===== src/rtl/iir_in_pacer.sv =====
// iir_in_pacer: small sample FIFO feeding an IIR filter with strobes spaced
// at least GAP clk cycles apart.
// Optional build macro PACER_STATS_EN adds emit_cnt and the sticky underrun flag.
`timescale 1ns/1ps
module iir_in_pacer #(
  parameter int unsigned FIFO_DEPTH = 8,
  parameter int unsigned GAP        = 10
) (
  input  logic                          clk,
  input  logic                          rst_n,
  input  logic [23:0]                   s_data,
  input  logic                          s_valid,
  output logic                          s_ready,
  output logic [23:0]                   m_data,
  output logic                          m_valid,
  output logic [$clog2(FIFO_DEPTH):0]   fifo_level
`ifdef PACER_STATS_EN
  ,
  output logic [15:0]                   emit_cnt,
  output logic                          underrun
`endif
);

  localparam int unsigned DW = 24;
  localparam int unsigned AW = $clog2(FIFO_DEPTH);
  localparam int unsigned LW = AW + 1;
  localparam int unsigned GW = 4;

  typedef enum logic [0:0] {S_IDLE, S_GAP} state_t;

  state_t          state_q, state_d;
  logic [GW-1:0]   gap_q, gap_d;
  logic [AW-1:0]   wr_ptr_q, rd_ptr_q;
  logic [LW-1:0]   level_q, level_d;
  logic [DW-1:0]   mem [FIFO_DEPTH];
  logic            push_c, pop_c;
  logic            m_valid_d;
  logic [DW-1:0]   m_data_d;

  // s_ready is a flop, so the handshake depends only on registered state
  assign push_c     = s_valid && s_ready;
  assign level_d    = level_q + LW'(push_c) - LW'(pop_c);
  assign fifo_level = level_q;

  // Emitter next-state: pop and strobe from IDLE, then hold off GAP cycles
  always_comb begin
    state_d   = state_q;
    gap_d     = gap_q;
    pop_c     = 1'b0;
    m_valid_d = 1'b0;
    m_data_d  = '0;
    case (state_q)
      S_IDLE: begin
        if (level_q != '0) begin
          pop_c     = 1'b1;
          m_valid_d = 1'b1;
          m_data_d  = mem[rd_ptr_q];
          gap_d     = GW'(GAP - 1);
          state_d   = S_GAP;
        end
      end
      S_GAP: begin
        if (gap_q <= GW'(1)) begin
          gap_d   = '0;
          state_d = S_IDLE;
        end else begin
          gap_d = gap_q - GW'(1);
        end
      end
      default: begin
        gap_d   = '0;
        state_d = S_IDLE;
      end
    endcase
  end

  // Emitter state, gap counter and registered strobe/data
  always_ff @(posedge clk or negedge rst_n) begin
    if (!rst_n) begin
      state_q <= S_IDLE;
      gap_q   <= '0;
      m_valid <= 1'b0;
      m_data  <= '0;
    end else begin
      state_q <= state_d;
      gap_q   <= gap_d;
      m_valid <= m_valid_d;
      m_data  <= m_data_d;
    end
  end

  // FIFO pointers, occupancy and registered ready (pointers wrap naturally)
  always_ff @(posedge clk or negedge rst_n) begin
    if (!rst_n) begin
      wr_ptr_q <= '0;
      rd_ptr_q <= '0;
      level_q  <= '0;
      s_ready  <= 1'b0;
    end else begin
      if (push_c) wr_ptr_q <= wr_ptr_q + AW'(1);
      if (pop_c)  rd_ptr_q <= rd_ptr_q + AW'(1);
      level_q <= level_d;
      s_ready <= (level_d != LW'(FIFO_DEPTH));
    end
  end

  // Sample storage; contents are don't-care until written
  always_ff @(posedge clk) begin
    if (push_c) mem[wr_ptr_q] <= s_data;
  end

`ifdef PACER_STATS_EN
  // Strobe counter and sticky underrun on a gap ending with nothing queued
  always_ff @(posedge clk or negedge rst_n) begin
    if (!rst_n) begin
      emit_cnt <= '0;
      underrun <= 1'b0;
    end else begin
      if (m_valid_d) emit_cnt <= emit_cnt + 16'(1);
      if (state_q == S_GAP && state_d == S_IDLE && level_q == '0) underrun <= 1'b1;
    end
  end
`endif

endmodule


===== config.mk =====
export PLATFORM = sky130hd
export DESIGN_NAME = iir_in_pacer
export DESIGN_NICKNAME = d
export VERILOG_FILES = /design/src/rtl/iir_in_pacer.sv
export SDC_FILE = /design/constraint.sdc
export NUM_CORES = 1
export LEC_CHECK = 0
export ABC_CLOCK_PERIOD_IN_PS = 3500
export CORE_MARGIN = 8
export CORE_UTILIZATION = 54
export DETAILED_ROUTE_END_ITERATION = 10
export HOLD_SLACK_MARGIN = 0.15
export PLACE_DENSITY = 0.79
export SLEW_MARGIN = 20
export SYNTH_ARGS = -nofsm -noshare
export SYNTH_HDL_FRONTEND = slang
export SYNTH_SLANG_ARGS = --single-unit

===== constraint.sdc =====
create_clock -name clk -period 3.5 [get_ports clk]
set_input_delay 0.525 -clock clk [delete_from_list [all_inputs] [get_ports clk]]
set_output_delay 0.525 -clock clk [all_outputs]
set_load 0.01 [all_outputs]

==> flow_summary.json, run 1 <==
{
  "status": "finished, final reports clean",
  "fin_skew_ns": 0.00940,
  "synth.most_common_cell": "edfxtp_1",
  "reg2regPathDepth": 13,
  "hold_end": "gap_q[1]",
  "cellPowerDensity_mw_per_mm2": 820,
  "dieArea_mm2": 0.0204,
  "cp-start-kind": "flip-flop",
  "cts_tree": "yes",
  "fin_util_pct": 65.4,
  "crit_fanout": 5,
  "ctsRootBufferMaster": "clkbuf_16",
  "relSlewSlack_pct": 56.6,
  "num_vias": 4096,
  "place_inst": 667,
  "finalHoldViolations": 0,
  "remaining_drc_errors": 0,
  "max_cap_violations": 0,
  "dp_hpwl_mm": 9.85,
  "final_nets": 514,
  "pre_cts_slack_ns": 0.541,
  "dieWidth_um": 143,
  "p_leak_nw": 3.59,
  "grt_pass1_wl_mm": 25.6,
  "antenna_left": 0,
  "grt_usage_pct": 16.8,
  "timing.rr.end": "s_ready",
  "wl_mm": 16.4,
  "synth_nets": 427,
  "ys_types": 40,
  "timing.fmax_mhz": 338,
  "clk_pin_slew_ns": 0.06,
  "synth_ff_type": "edfxtp_1",
  "design_area_mm2": 0.0104,
  "grt_antenna_before_repair": 1,
  "seq_area_frac_synth_pct": 78.1,
  "max_stage_delay_ns": 0.50,
  "dr.pass1.iters": 5,
  "critPathKind": "flip-flop to flip-flop",
  "synth.avg_cell_area_um2": 22.3,
  "rsz0062_at_grt": "false",
  "dpl_cell_area_mm2": 0.00964,
  "synth_common_cells": "edfxtp_1, mux4_2, dfrtp_1, a22o_1, inv_1",
  "setup_violations": 0,
  "power_mw": 8.49,
  "numCtsBuffers": 23,
  "synthTopCellsByArea": "edfxtp_1, dfrtp_1, mux4_2, a22o_1, ha_1",
  "drt_iter0_markers": 354,
  "hold_path.class": "flip-flop to flip-flop",
  "yosys_warnings": 0,
  "grt-ovfl-total": 0,
  "synth_edf_count": 192,
  "clock_path_buffers": 3,
  "drv_slew": 0,
  "crit_required_ns": 3.85,
  "area_growth_pct": 19.0,
  "critPathTopFamily": "adder cells",
  "io_buffers": 56,
  "clock_latency_ns": 0.50,
  "post-cts-setup-buffer-count": 0,
  "synth_top_area_share_pct": 66.3,
  "crit_chain": "inv_1, ha_1, nor3b_2, or2_2, inv_2, ha_1, inv_1, ha_1, inv_1, fa_1, inv_1, nor4b_1, mux2i_1",
  "syn_inst": 390,
  "timing.hold.ws_ns": 0.515,
  "synth_top_area_cell": "edfxtp_1",
  "tightestPinTransition_ns": 0.651,
  "hold-path-cell-count": 1,
  "finalSetupTns_ns": 0,
  "cts_htree_levels": 1,
  "worstPathArrival_ns": 3.31,
  "drive_above_1_share_pct": 23.9,
  "fp.dieH_um": 143,
  "cts_sinks": 233,
  "start_util_pct": 55.0,
  "num_io_pins": 57,
  "core_area_mm2": 0.0158,
  "grt_max_degree": 37,
  "wire_per_inst_um": 23.1,
  "min_from": "gap_q[1]",
  "synth-seq-cells": 233,
  "via_per_inst": 5.77,
  "synth_area_mm2": 0.00870,
  "end_kind": "flip-flop",
  "r2r-start": "fifo_level[2]",
  "grt_pass1_vias": 4505,
  "gp_congestion": 0.741,
  "period_needed_ns": 2.96,
  "finalWorstSetupSlack_ns": 0.540,
  "path_buf_inv": 5,
  "cpMostUsedCell": "inv_1",
  "fill_cells": 998,
  "slowest_stage": "fa_1",
  "async_flop_share_pct": 17.6,
  "irDropWorstVdd_mv": 0.396,
  "r2r_slack_ns": 0.54,
  "period_share_pct": 84.6,
  "rows": 46,
  "final_cells": 710
}
-- cell type report --
class                      instances  area, µm²  area share, %
clock buffer                      33        654           6.32
inverter                          12       45.0          0.435
clock inverter                     8       52.6          0.507
multi-input combinational        129       1780           17.1
tap                              216        270           2.61
sequential                       233       6790           65.6
timing repair buffer              78        761           7.35
antenna                            1       2.50         0.0242
-- where the power goes --
part,switching (mW),leakage [nW],internal [mW]
Combinational,1.11,0.985,1.25
Sequential,0.308,2.26,3.54
Clock,0.984,0.343,1.31
-- per-layer routing --
metal / vias up / routed length (µm) / GRT usage, %
met1: 2137 / 6380 / 20.6
met4: 0 / 435 / 5.82
met3: 35 / 1050 / 3.44
met5: - / 0 / 0
met2: 151 / 8560 / 29.1
li1: 1773 / - / -
-- kinds of logic after synthesis --
kind of cell / count (synthesis) / share of synthesized area (%)
flops: 233 / 78.1
mux: 51 / 13.0
fa+ha+maj: 10 / 1.52
buf+inv: 28 / 1.91
simple gates: 30 / 1.86
xor+xnor: 5 / 0.504
compound gates: 33 / 3.15
-- timing repair --
action | in CTS | in global routing
hold buffers | 1 | 0
resized for setup | 0 | 0
hold endpoints to repair | 22 | 0
-- registers in the layout (all words and copies together), names as in the netlist --
register    cells
mem           192
m_valid         1
rd_ptr_q        3
wr_ptr_q        3
gap_q           4
m_data         24
s_ready         1
state_q         1
fifo_level      4
-- worst max-delay path by stage --
stage                     slack, ns          start  cells past startpoint         to
after floorplan                0.45        s_valid                      3  mem[0][0]
after CTS                      0.55  fifo_level[2]                     13    s_ready
final                          0.54  fifo_level[2]                     13    s_ready
after global placement         0.70        s_valid                     10    s_ready
after global routing           0.38  fifo_level[2]                     13    s_ready
after detailed placement       0.54        s_valid                     10    s_ready
-- cell usage in the layout, fill, tap and decap left out, types with 3 or more instances in the layout --
cell	count
edfxtp_1	192
clkdlybuf4s50_1	55
mux4_2	44
dfrtp_1	39
a22o_1	25
clkbuf_16	24
buf_4	18
inv_1	11
ha_1	9
clkbuf_1	7
nand2_1	6
nor2_2	6
mux4_1	4
clkinv_2	4
xnor2_1	3
nor3_2	3
buf_12	3
No activity file was read; power rests on OpenSTA's default activity.
==> inputs of run 2 (changes only) <==
Settings changed: ABC_CLOCK_PERIOD_IN_PS 3500 to 2470, CORE_UTILIZATION 54 to 53, PLACE_DENSITY 0.79 to 0.81.
Clock period 3.5 ns to 2.47 ns, I/O delays scaled along.
==> run 2 against run 1 <==
The flow now finishes with violations (negative setup slack). Global-route usage fell by 0.33 points. Clock skew fell by 0.00078 ns. Clock power rose by 49%. Combinational power increased by 67%.
==> flow_summary.json, run 2 (same netlist as run 1, synthesis figures left out) <==
{
  "slowest_stage": "fa_2",
  "regMostFlops": "mem",
  "drv_slew": 0,
  "numCtsBuffers": 23,
  "cts_htree_levels": 1,
  "grt_pass1_wl_mm": 25.6,
  "ctsRootBufferMaster": "clkbuf_16",
  "remaining_drc_errors": 0,
  "irDropWorstVdd_mv": 0.740,
  "fp.dieH_um": 144,
  "num_vias": 4125,
  "timing.fmax_mhz": 396,
  "final_nets": 535,
  "finalHoldViolations": 0,
  "drt_iter0_markers": 351,
  "grt_usage_pct": 16.5,
  "dieWidth_um": 144,
  "antenna_left": 0,
  "num_io_pins": 57,
  "wl_mm": 16.4,
  "dr.pass1.iters": 5,
  "period_share_pct": 102,
  "cp-start-kind": "flip-flop",
  "rows": 47,
  "power_frac_seq_pct": 42.3,
  "wire_per_inst_um": 22.4,
  "max_cap_violations": 0,
  "start_util_pct": 53.4,
  "p_int_mw": 9.25,
  "switching_share_pct": 27.6,
  "hold_path.class": "input port to async pin",
  "area_growth_pct": 23.5,
  "crit_required_ns": 2.84,
  "layout_common_cells": "edfxtp_1, clkdlybuf4s50_1, mux4_2",
  "gp_congestion": 0.735,
  "finalSetupTns_ns": -0.0581,
  "drive_above_1_share_pct": 29.6,
  "dp_hpwl_mm": 9.92,
  "crit_fanout": 3,
  "netSwitchingPower_mw": 3.52,
  "cellPowerDensity_mw_per_mm2": 1190,
  "timing.hold.ws_ns": 0.233,
  "clk_pin_slew_ns": 0.06,
  "p_clk_share_pct": 26.7,
  "cts_tree": "yes",
  "fin_skew_ns": 0.00863,
  "crit_chain": "inv_2, ha_4, nor3b_4, or2_4, inv_4, ha_4, inv_4, ha_4, inv_2, fa_2, inv_2, nor4b_2, mux2i_1",
  "grt-ovfl-total": 0,
  "relSlewSlack_pct": 42.3,
  "violations": "negative setup slack",
  "clock_path_buffers": 3,
  "clock_latency_ns": 0.50,
  "setup_violations": 1,
  "max_stage_delay_ns": 0.53,
  "grt_pass1_vias": 4491,
  "finalWorstSetupSlack_ns": -0.0581,
  "p_comb_share_pct": 31.0,
  "grt_max_degree": 42,
  "io_buffers": 56,
  "reg_top3": "mem (192), m_data (24)",
  "end_kind": "flip-flop",
  "period_needed_ns": 2.53,
  "rsz0062_at_grt": "true",
  "worstPathArrival_ns": 2.90,
  "cts_sinks": 233,
  "core_area_mm2": 0.0163,
  "largest_register_ffs": 192,
  "p_leak_nw": 3.75,
  "dieArea_mm2": 0.0208,
  "critPathKind": "flip-flop to flip-flop",
  "layout_commonest_cell": "edfxtp_1",
  "via_per_inst": 5.62,
  "status": "finished with violations",
  "grt_antenna_before_repair": 0,
  "tightestPinTransition_ns": 0.861
}
## run 2: changes by cell type in the layout (fill, tap and decap cells not counted), moves of 3 or more
cell,previous run,this run
clkbuf_1,7,4
bufinv_16,0,3
inv_1,11,6
ha_4,0,3
ha_1,9,6
buf_12,3,11
inv_2,1,4
buf_4,18,31
## run 2: through the flow
| stage | std cells | utilization (%) | total power [mW] | worst slack [ns] | area (µm²) |
|---|---|---|---|---|---|
| floorplan | 390 | - | 7.72 | -0.0572 | 8760 |
| global placement | 682 | 60.7 | 9.06 | -0.0353 | 9880 |
| detailed placement | 682 | 60.7 | 9.24 | -0.158 | 9880 |
| CTS | 729 | 65.7 | 12.8 | -0.0472 | 10700 |
| global route | 733 | 65.9 | 13.3 | -0.128 | 10700 |
| finish | 734 | 65.9 | 12.8 | -0.0581 | 10700 |
## run 2: final timing paths
path                                     from           to  slack [ns]  depth (start not counted)
worst min-delay path                    rst_n   m_data[22]        0.23                          2
min in group clk                  rd_ptr_q[2]  rd_ptr_q[2]        0.51                          1
worst min register to register    rd_ptr_q[2]  rd_ptr_q[2]        0.51                          1
max in group asynchronous               rst_n  rd_ptr_q[0]        1.64                          3
worst max-delay path            fifo_level[3]      s_ready       -0.06                         13
worst max register to register  fifo_level[3]      s_ready       -0.06                         13
## run 2: metal layers
layer | track usage (%) | share of wire [%]
met1 | 20.8 | 41
met2 | 28.7 | 52
met3 | 2.97 | 5.9
met4 | 4.70 | 1.7
met5 | 0 | 0
## run 2: critical path: cells and delay by family, from the launching register on
family,cells,cell delay [ns]
fa+ha+maj,4,1.00
mux,1,0.10
simple gates,3,0.66
flops,1,0.37
buf+inv,5,0.27
## run 2: what timing repair did
| item | CTS | global route |
|---|---|---|
| pin swaps | 2 | 2 |
| buffers inserted | 6 | 4 |
| gates resized for setup | 5 | 2 |
| endpoints found under the setup margin | 1 | 1 |
| hold buffers | 1 | 0 |
| endpoints found under the hold margin | 41 | 0 |
## run 2: power by group through the flow
stage | clock (mW) | combinational (mW) | sequential [mW]
global placement | 0 | 3.63 | 5.43
CTS | 3.47 | 3.92 | 5.41
floorplan | 0 | 2.28 | 5.45
finish | 3.41 | 3.95 | 5.40
global route | 3.62 | 4.24 | 5.47
detailed placement | 0 | 3.76 | 5.48
## run 2: final cells by class
| class | instances | area (µm²) |
|---|---|---|
| Antenna cell | 1 | 2.50 |
| Inverter | 12 | 50.0 |
| Clock inverter | 12 | 139 |
| Timing Repair Buffer | 99 | 1020 |
| Fill cell | 1012 | 5550 |
| Tap cell | 220 | 275 |
| Sequential cell | 233 | 6790 |
| Multi-Input combinational cell | 129 | 1860 |
| Clock buffer | 28 | 604 |
==> variant, RTL diff (config.mk and constraints of run 1) <==
`FIFO_DEPTH`: 8 -> 16.
--- a/src/rtl/iir_in_pacer.sv
+++ b/src/rtl/iir_in_pacer.sv
@@ -3,7 +3,7 @@
 // Optional build macro PACER_STATS_EN adds emit_cnt and the sticky underrun flag.
 `timescale 1ns/1ps
 module iir_in_pacer #(
-  parameter int unsigned FIFO_DEPTH = 8,
+  parameter int unsigned FIFO_DEPTH = 16,
   parameter int unsigned GAP        = 10
 ) (
   input  logic                          clk,
Interface: changed (resized fifo_level); port bits go from 57 to 58. No check against the original RTL was run, so the function may have changed too.
==> variant against run 1 <==
Utilization down 2.7 points; area after synthesis up 90%; first-iteration DRC count up 76%; worst setup slack better by 0.043 ns; sequential cell count up 195; wire length up 100%; total power up 78%; design area up 84%; critical path type unchanged; highest routed layer unchanged.
==> variant: results (changes against run 1) <==
.. list-table::
   :header-rows: 1

   * - Metric
     - Value
   * - Met3 WL post-DR
     - 2100 um (was 1050 um)
   * - Number of vias per cell
     - 6.09 (was 5.77)
   * - M1 wire length
     - 12,800 um (was 6380 um)
   * - Layout Skew
     - 0.0111 ns (was 0.00940 ns)
   * - Fraction of synthesized area in multiplexers
     - 0.170 (was 0.130)
   * - Status
     - finished, final reports clean (unchanged)
   * - Met3 track demand over resource in global routing
     - 0.0368 (was 0.0344)
   * - Relative max-transition margin
     - 0.450 (was 0.566)
   * - Total internal power
     - 10.9 mW (was 6.09 mW)
   * - Drt first-iter violations
     - 622 (was 354)
   * - Worst Hold Launch
     - gap_q[0]$_DFFE_PN0P_ (was gap_q[1]$_DFFE_PN0P_)
   * - Number of antenna violations at the first check in global routing
     - 0 (was 1)
   * - Post-placement worst setup slack
     - 0.599 ns (was 0.541 ns)
   * - Met2 Resource Use GR
     - 0.325 (was 0.291)
   * - Proportion of layout cells with a drive suffix above 1
     - 0.213 (was 0.239)
   * - Xor and xnor area share after synthesis
     - 0.00531 (was 0.00503)
   * - Number of flip-flops under the largest register name
     - 384 (was 192)
   * - Max rail drop VDD
     - 0.363 mV (was 0.396 mV)
   * - First-pass GRT wire length
     - 50,400 um (was 25,600 um)
   * - Post-synth EDFFs
     - 384 (was 192)
   * - Critical Path AT
     - 3.30 ns (was 3.31 ns)
   * - Share of synthesized cell area in full adder, half adder and majority cells
     - 0.0111 (was 0.0152)
   * - Reg-to-reg slack, setup
     - 0.58 ns (was 0.54 ns)
   * - Final routed wire length divided by cell count
     - 26.0 um (was 23.1 um)
   * - Maximum number of pins on one net before global-route repair
     - 52 (was 37)
   * - Post-route fraction of the period consumed by the critical path
     - 0.833 (was 0.846)
   * - Weighted congestion reported at the end of routability-driven placement
     - 0.740 (was 0.741)
   * - Antenna diode instance count
     - 0 (was 1)
   * - Relative contribution of the clock network to total power
     - 0.281 (was 0.270)
   * - Routed wire length on met2
     - 17,300 um (was 8560 um)
   * - Number of global-route vias before repair
     - 8,318 (was 4,505)
   * - Placed wire-length estimate after detailed placement
     - 18,600 um (was 9850 um)
   * - Net total in the final layout
     - 889 (was 514)
   * - Endpoint of the worst hold-timing path
     - gap_q[0]$_DFFE_PN0P_ (was gap_q[1]$_DFFE_PN0P_)
   * - GRT Resource Usage Total
     - 0.186 (was 0.168)
   * - Share of the yosys chip area belonging to registers
     - 0.765 (was 0.781)
   * - P_seq
     - 6.92 mW (was 3.85 mW)
==> variant: kinds of logic (layout without fill, tap and decap cells) <==
logic type	count (synthesis)	count (layout)
muxes	145	145
and+or+nand+nor	40	40
adders and majority gates	14	14
buffers and inverters	46	181
xor gates and xnor gates	10	10
AOI/OAI and AO/OA	60	60
DFF	428	428
==> variant: worst max-delay path by stage <==
stage                       startpoint           endpoint  cells past startpoint
3_3_place_gp                   s_valid  s_ready$_DFF_PN0_                     10
6_report       fifo_level[2]$_DFF_PN0_  s_ready$_DFF_PN0_                     13
2_1_floorplan  fifo_level[3]$_DFF_PN0_  s_ready$_DFF_PN0_                     15
4_1_cts        fifo_level[2]$_DFF_PN0_  s_ready$_DFF_PN0_                     13
5_1_grt        fifo_level[2]$_DFF_PN0_  s_ready$_DFF_PN0_                     13
3_5_place_dp                   s_valid  s_ready$_DFF_PN0_                     10
==> variant: per-stage QoR <==
step           hold WS (ns)  total power, mW  cell area [sq um]  std cells
2_1_floorplan         0.229             9.56              16500        743
3_3_place_gp          0.486             10.9              17700       1198
3_5_place_dp          0.487             11.0              17700       1198
4_1_cts               0.498             15.3              19000       1274
5_1_grt               0.539             15.8              19000       1274
6_report              0.488             15.1              19000       1274
==> variant: final cells by class <==
type                    count  area, sq um
well taps                 396          495
repair buffers             95          916
fillers                  1973        11300
multi-input cells         269         3620
flip-flops and latches    428        12600
clock buffers              65         1210
inverters                  11         41.3
clock inverters            10         97.6
==> variant: critical path, stage by stage (launching register included) <==
cell      delay (ns)
dfrtp_1         0.40
inv_1           0.10
ha_1            0.15
nor4b_2         0.33
or2_2           0.23
inv_1           0.06
ha_1            0.27
inv_1           0.04
ha_1            0.20
fa_1            0.44
a21oi_1         0.16
o21bai_1        0.09
xnor2_1         0.20
nand3b_1        0.12
